### src/rtl/mem_pkg.sv
// Shared types and default widths for the memory responder and its controller.
package mem_pkg;

    localparam int MEM_ADDR_W = 8;
    localparam int MEM_DATA_W = 16;
    localparam int CNT_W      = 4;

    typedef enum logic [1:0] {
        IDLE,
        WAIT,
        DONE
    } state_t;

    typedef enum logic {
        OP_READ  = 1'b0,
        OP_WRITE = 1'b1
    } op_t;

endpackage

### src/rtl/mem_array.sv
// Single-clock word RAM: one write port (preload has priority over the bus) and one registered read port.
module mem_array #(
    parameter int ADDR_W = 8,
    parameter int DATA_W = 16
) (
    input  logic              clock,
    input  logic              reset,
    input  logic              ld_en,
    input  logic [ADDR_W-1:0] ld_addr,
    input  logic [DATA_W-1:0] ld_data,
    input  logic              bus_we,
    input  logic              rd_en,
    input  logic [ADDR_W-1:0] bus_addr,
    input  logic [DATA_W-1:0] bus_data,
    output logic [DATA_W-1:0] rdata
);

    logic [DATA_W-1:0] mem [2**ADDR_W];

    logic              we;
    logic [ADDR_W-1:0] waddr;
    logic [DATA_W-1:0] wd;

    always_comb begin
        we    = ld_en | bus_we;
        waddr = ld_en ? ld_addr : bus_addr;
        wd    = ld_en ? ld_data : bus_data;
    end

    always_ff @(posedge clock) begin
        if (we)
            mem[waddr] <= wd;
    end

    // Only the read register is reset; storage keeps its contents across reset.
    always_ff @(posedge clock) begin
        if (reset)
            rdata <= '0;
        else if (rd_en)
            rdata <= mem[bus_addr];
    end

endmodule

### src/rtl/mem_responder.sv
// Memory-side responder: latches a read/write request, waits LATENCY cycles, then
// raises MFC and holds it until the initiator drops its strobe.
module mem_responder
    import mem_pkg::*;
#(
    parameter int ADDR_W  = MEM_ADDR_W,
    parameter int DATA_W  = MEM_DATA_W,
    parameter int LATENCY = 2
) (
    input  logic              clock,
    input  logic              reset,
    input  logic              read,
    input  logic              write,
    input  logic [15:0]       addr,
    input  logic [DATA_W-1:0] wdata,
    output logic [DATA_W-1:0] rdata,
    output logic              MFC,
    output logic              err,
    input  logic              ld_en,
    input  logic [ADDR_W-1:0] ld_addr,
    input  logic [DATA_W-1:0] ld_data
);

    localparam logic [CNT_W-1:0] CNT_INIT = CNT_W'(LATENCY - 1);

    state_t             state, state_next;
    logic [CNT_W-1:0]   cnt, cnt_next;
    op_t                op_q;
    logic [ADDR_W-1:0]  addr_q;
    logic [DATA_W-1:0]  wdata_q;

    logic strobe_held;
    logic fire;
    logic accept;
    logic mfc_next;
    logic err_next;
    logic bus_we;
    logic rd_en;

    // Upper MAR bits alias onto the decoded range.
    generate
        if (ADDR_W < 16) begin : g_alias
            logic unused_addr_hi;
            assign unused_addr_hi = ^addr[15:ADDR_W];
        end
    endgenerate

    always_ff @(posedge clock) begin
        if (reset) begin
            state <= IDLE;
            cnt   <= '0;
            MFC   <= 1'b0;
            err   <= 1'b0;
        end else begin
            state <= state_next;
            cnt   <= cnt_next;
            MFC   <= mfc_next;
            err   <= err_next;
        end
    end

    always_ff @(posedge clock) begin
        if (accept) begin
            addr_q  <= addr[ADDR_W-1:0];
            wdata_q <= wdata;
            op_q    <= write ? OP_WRITE : OP_READ;
        end
    end

    always_comb begin
        strobe_held = (op_q == OP_WRITE) ? write : read;
        state_next  = state;
        cnt_next    = cnt;
        unique case (state)
            IDLE: begin
                if (read ^ write) begin
                    state_next = WAIT;
                    cnt_next   = CNT_INIT;
                end
            end
            WAIT: begin
                if (!strobe_held)
                    state_next = IDLE;
                else if (cnt == '0)
                    state_next = DONE;
                else
                    cnt_next = cnt - 1'b1;
            end
            DONE: begin
                if (!read && !write)
                    state_next = IDLE;
            end
            default: state_next = IDLE;
        endcase
    end

    // Commit strobes are gated by reset so a reset landing on the final WAIT cycle cancels the write.
    always_comb begin
        fire     = (state == WAIT) && strobe_held && (cnt == '0);
        accept   = (state == IDLE) && (read ^ write);
        err_next = (state == IDLE) && read && write;
        bus_we   = fire && (op_q == OP_WRITE) && !reset;
        rd_en    = fire && (op_q == OP_READ) && !reset;
        mfc_next = MFC;
        unique case (state)
            IDLE: mfc_next = 1'b0;
            WAIT: mfc_next = fire;
            DONE: if (!read && !write) mfc_next = 1'b0;
            default: mfc_next = 1'b0;
        endcase
    end

    mem_array #(
        .ADDR_W (ADDR_W),
        .DATA_W (DATA_W)
    ) u_mem (
        .clock    (clock),
        .reset    (reset),
        .ld_en    (ld_en),
        .ld_addr  (ld_addr),
        .ld_data  (ld_data),
        .bus_we   (bus_we),
        .rd_en    (rd_en),
        .bus_addr (addr_q),
        .bus_data (wdata_q),
        .rdata    (rdata)
    );

endmodule

### config.mk
export PLATFORM = sky130hd
export DESIGN_NAME = mem_responder
export DESIGN_NICKNAME = d
export VERILOG_FILES = /design/src/rtl/mem_pkg.sv /design/src/rtl/mem_array.sv /design/src/rtl/mem_responder.sv
export SDC_FILE = /design/constraint.sdc
export NUM_CORES = 2
export LEC_CHECK = 0
export ABC_AREA = 1
export CAP_MARGIN = 20
export CORE_ASPECT_RATIO = 0.75
export CORE_MARGIN = 3
export CORE_UTILIZATION = 25
export CTS_CLUSTER_SIZE = 28
export DETAILED_ROUTE_END_ITERATION = 16
export PLACE_DENSITY = 0.45
export SLEW_MARGIN = 20
export SYNTH_ARGS = -nofsm -noshare
export SYNTH_HDL_FRONTEND = slang
export SYNTH_SLANG_ARGS = --single-unit
### constraint.sdc
create_clock -name clock -period 16.33 [get_ports clock]
set_input_delay 3.266 -clock clock [delete_from_list [all_inputs] [get_ports clock]]
set_output_delay 3.266 -clock clock [all_outputs]
set_load 0.03 [all_outputs]
==> results by group <==
Synth
  – Cell type with the highest aggregate area in the netlist: sky130_fd_sc_hd__edfxtp_1
  – Unique masters post-synth: 31
  – Mapped Cells: between 10,000 and 15,000
  – Largest cells by area after synthesis: sky130_fd_sc_hd__edfxtp_1, sky130_fd_sc_hd__nand3_1, sky130_fd_sc_hd__nand2_1
  – Synth Net Count: roughly 14,000
  – Top_reg_cell synth: sky130_fd_sc_hd__edfxtp_1
  – Share of the synthesized area in the top cell type: around three quarters
  – Synth warnings: 0
  – Average instance area after synthesis: 11.91 sq um
  – Share of synthesized flip-flops with an asynchronous set or reset: 0%
  – Part of the Yosys area used for sequential elements: 74.10%
  – Count of state elements after synthesis: 4,145
  – Post-synth design cell area: around 170,000 sq um
  – Post-synth EDFFs: between 4,000 and 5,000

STA
  – RSZ-0062 raised after global routing: false
  – Maximum clock frequency: approximately 0.13 GHz
  – Worst-case clock skew: between 0.1 and 0.15 ns
  – Max-slew violation count: 0
  – Crit path time final: 7.639 ns
  – Worst relative slew slack: approximately 15%
  – Number of endpoints with negative hold slack in the final report: 0
  – Post-route worst hold slack: around 0.46 ns
  – Fraction of the cycle the final worst path needs: 46.78%
  – Setup violations, final: 0
  – Total negative slack for setup checks: 0 ns
  – Slew at the pin with the worst max-slew slack: 1.274 ns

Clock network
  – Clock tree sinks: about 4,100
  – Maximum clock path buffer count: 4
  – Clock-pin slew of the registers on the worst-case setup and hold paths: roughly 0.060 ns
  – Clk Tree Root Cell: sky130_fd_sc_hd__clkbuf_16
  – # hold bufs at CTS: 0
  – Number of CTS-inserted buffers: 426
  – H-Tree Level Count: 5
  – Number of post-CTS setup repair buffers: 0
  – CTS-repair resized insts: 0
  – CTS tree: yes
  – Source-to-sink clock delay at the later pin of the worst-skew pair: between 1 and 1.5 ns

Global routing
  – Largest net degree at the start of global routing: approximately 190
  – First-pass GRT wire length: between 700,000 and 800,000 microns
  – Final global-route overflow total: 0
  – Global Route Usage Sum: 15.56%
  – Antenna violations before repair: 41
  – Vias in the first global route: 99,330

Die
  – Die ar.: 680,600 sq um
  – Floorplan Core Area: roughly 670,000 sq um
  – Starting density of the core: roughly a quarter
  – Die X-Extent: approximately 950 microns
  – Io pins: just under 80
  – Vertical extent of the die: 715.2 microns
  – Std-Cell Rows: around 260

Drt
  – First DRT Iteration DRCs: 12,830
  – # DRC: 0
  – Vias after detailed routing: between 100k and 150k
  – Routed len/inst: between 20 and 25 microns
  – Remaining antenna violation count after routing: 0
  – Total detailed-routing wirelength: roughly 550,000 microns
  – Mean number of vias per cell: roughly 4.7
  – Total iterations of the first detailed-routing run: 6

Pwr
  – Worst IR Drop VDD: slightly above 0.0001 V
  – Static Leakage: about 66 nW
  – Power density over the cells: around 130 nW/um^2

Worst setup path
  – Highest fanout seen on the critical path: 26
  – Type of the worst setup path: in2reg
  – Required arrival time at the worst endpoint: 16.92 ns
  – CP startpoint kind: input pin
  – Category of the worst setup path capture point: flip-flop
  – CP Data Arrival Time: between 8 and 9 ns

Worst hold path
  – Worst min-delay path category: reg2reg

Placement
  – Buffers on Ports: 70
  – Gp weighted congestion: 0.8265
  – Half-perimeter wire length after placement: between 300,000 and 400,000 microns

Cells and area
  – Area growth syn-to-layout: 14.42%
  – Nets: 14,040
  – Share of cells above drive strength 1: under 10%

Status
  – Status: finished clean

Run
  – Max-cap viol count: 0
==> cells by family (layout without fill, tap and decap cells) <==
kind of cell	after synthesis	after routing	share of synthesized area (%)
simple gates	8804	8804	22.77
compound gates	16	16	0.06493
flops	4145	4145	74.10
other cells	0	40	0
buf+inv	1115	1373	3.052
fa+ha+maj	2	2	0.01492
==> worst max-delay path, stage by stage <==
cell	delay, ns
sky130_fd_sc_hd__buf_2	0.07
sky130_fd_sc_hd__buf_4	0.39
sky130_fd_sc_hd__inv_2	0.41
sky130_fd_sc_hd__or2_0	0.32
sky130_fd_sc_hd__o21ai_1	0.36
sky130_fd_sc_hd__inv_1	0.12
sky130_fd_sc_hd__nor2_1	0.11
sky130_fd_sc_hd__inv_1	0.09
sky130_fd_sc_hd__nor2_1	0.25
sky130_fd_sc_hd__inv_1	0.15
sky130_fd_sc_hd__nor2_2	0.92
sky130_fd_sc_hd__inv_2	0.36
sky130_fd_sc_hd__buf_4	0.36
sky130_fd_sc_hd__nor2_2	0.85
==> Yosys cell counts (20+ instances only) <==
cell,number
sky130_fd_sc_hd__buf_1,112
sky130_fd_sc_hd__nand3_1,3905
sky130_fd_sc_hd__inv_1,144
sky130_fd_sc_hd__dfxtp_1,24
sky130_fd_sc_hd__inv_2,50
sky130_fd_sc_hd__buf_2,575
sky130_fd_sc_hd__clkbuf_1,180
sky130_fd_sc_hd__nand2_1,4653
sky130_fd_sc_hd__nor2_4,20
sky130_fd_sc_hd__edfxtp_1,4121
sky130_fd_sc_hd__nor2_1,198
sky130_fd_sc_hd__buf_4,50
==> power by group <==
part,internal [mW],leakage (nW),total [mW],switching (mW)
Sequential,11.9,37.4,11.9,0.0154
Combinational,0.546,22.0,2.70,2.15
Clock,5.32,6.54,9.63,4.31
==> through the flow <==
step | utilization, % | total power [mW] | cells | area (sq um) | setup slack (ns)
6_report | 28.81 | 24.22 | 23250 | 191800 | 8.691
5_1_grt | 28.80 | 25.04 | 23250 | 191800 | 8.620
4_1_cts | 28.77 | 24.41 | 23210 | 191600 | 8.732
3_5_place_dp | 26.75 | 14.81 | 22420 | 178200 | 7.658
3_3_place_gp | 26.74 | 14.81 | 22420 | 178100 | 7.677
2_1_floorplan | - | 13.68 | 14080 | 167700 | 8.636
==> per-layer routing <==
layer / routed length, microns / global-route usage [%] / up-vias
met5: 9 / 0 / -
met4: 12090 / 3.535 / 2
met3: 41040 / 2.856 / 607
met2: 230100 / 21.98 / 3457
met1: 269100 / 24.45 / 54440
li1: - / - / 49670
==> sequential cells by signal (all words and copies together) (netlist names), 2 cells and up <==
| name | flops |
|---|---|
| addr_q | 8 |
| cnt | 4 |
| state | 2 |
| u_mem.mem | 4096 |
| u_mem.rdata | 16 |
| wdata_q | 16 |
==> path summary, 6_finish.rpt <==
| check | from | to | slack (ns) | cells after the start |
|---|---|---|---|---|
| max | ld_en | u_mem.mem[224][5]$_DFFE_PP_ | 8.69 | 14 |
| min | MFC$_SDFFE_PP0P_ | MFC$_SDFFE_PP0P_ | 0.46 | 2 |
| max reg2reg | addr_q[0]$_DFFE_PP_ | u_mem.rdata[14]$_SDFFE_PP0P_ | 9.10 | 19 |
| min reg2reg | MFC$_SDFFE_PP0P_ | MFC$_SDFFE_PP0P_ | 0.46 | 2 |
==> area by class of cell <==
cell class	instances	area [sq um]
clock buffers	547	11170
repair buffers	387	3467
diodes	40	100.1
flip-flops and latches	4145	124200
clock inverters	244	2282
well taps	8874	11100
inverters	195	775.7
fillers	68220	474100
multi-input cells	8822	38700
==> layout by cell type, fill, tap and decap left out, types with 5 or more instances in the layout <==
cell type and n:
sky130_fd_sc_hd__nand2_1 4637, sky130_fd_sc_hd__edfxtp_1 4121, sky130_fd_sc_hd__nand3_1 3905, sky130_fd_sc_hd__clkbuf_16 427
sky130_fd_sc_hd__buf_4 282, sky130_fd_sc_hd__inv_1 137, sky130_fd_sc_hd__nor2_1 136, sky130_fd_sc_hd__clkbuf_1 117
sky130_fd_sc_hd__clkinv_1 113, sky130_fd_sc_hd__clkdlybuf4s50_1 69, sky130_fd_sc_hd__clkinv_2 65, sky130_fd_sc_hd__inv_2 53
sky130_fd_sc_hd__nor2_2 50, sky130_fd_sc_hd__nor2_4 44, sky130_fd_sc_hd__diode_2 40, sky130_fd_sc_hd__bufinv_16 30
sky130_fd_sc_hd__buf_12 27, sky130_fd_sc_hd__dfxtp_1 24, sky130_fd_sc_hd__nand2_4 16, sky130_fd_sc_hd__clkinv_16 10
sky130_fd_sc_hd__clkinv_8 9, sky130_fd_sc_hd__inv_6 7, sky130_fd_sc_hd__o21ai_1 5, sky130_fd_sc_hd__inv_8 5
sky130_fd_sc_hd__buf_6 5
Note: power is estimated with default switching activity, not from simulation.
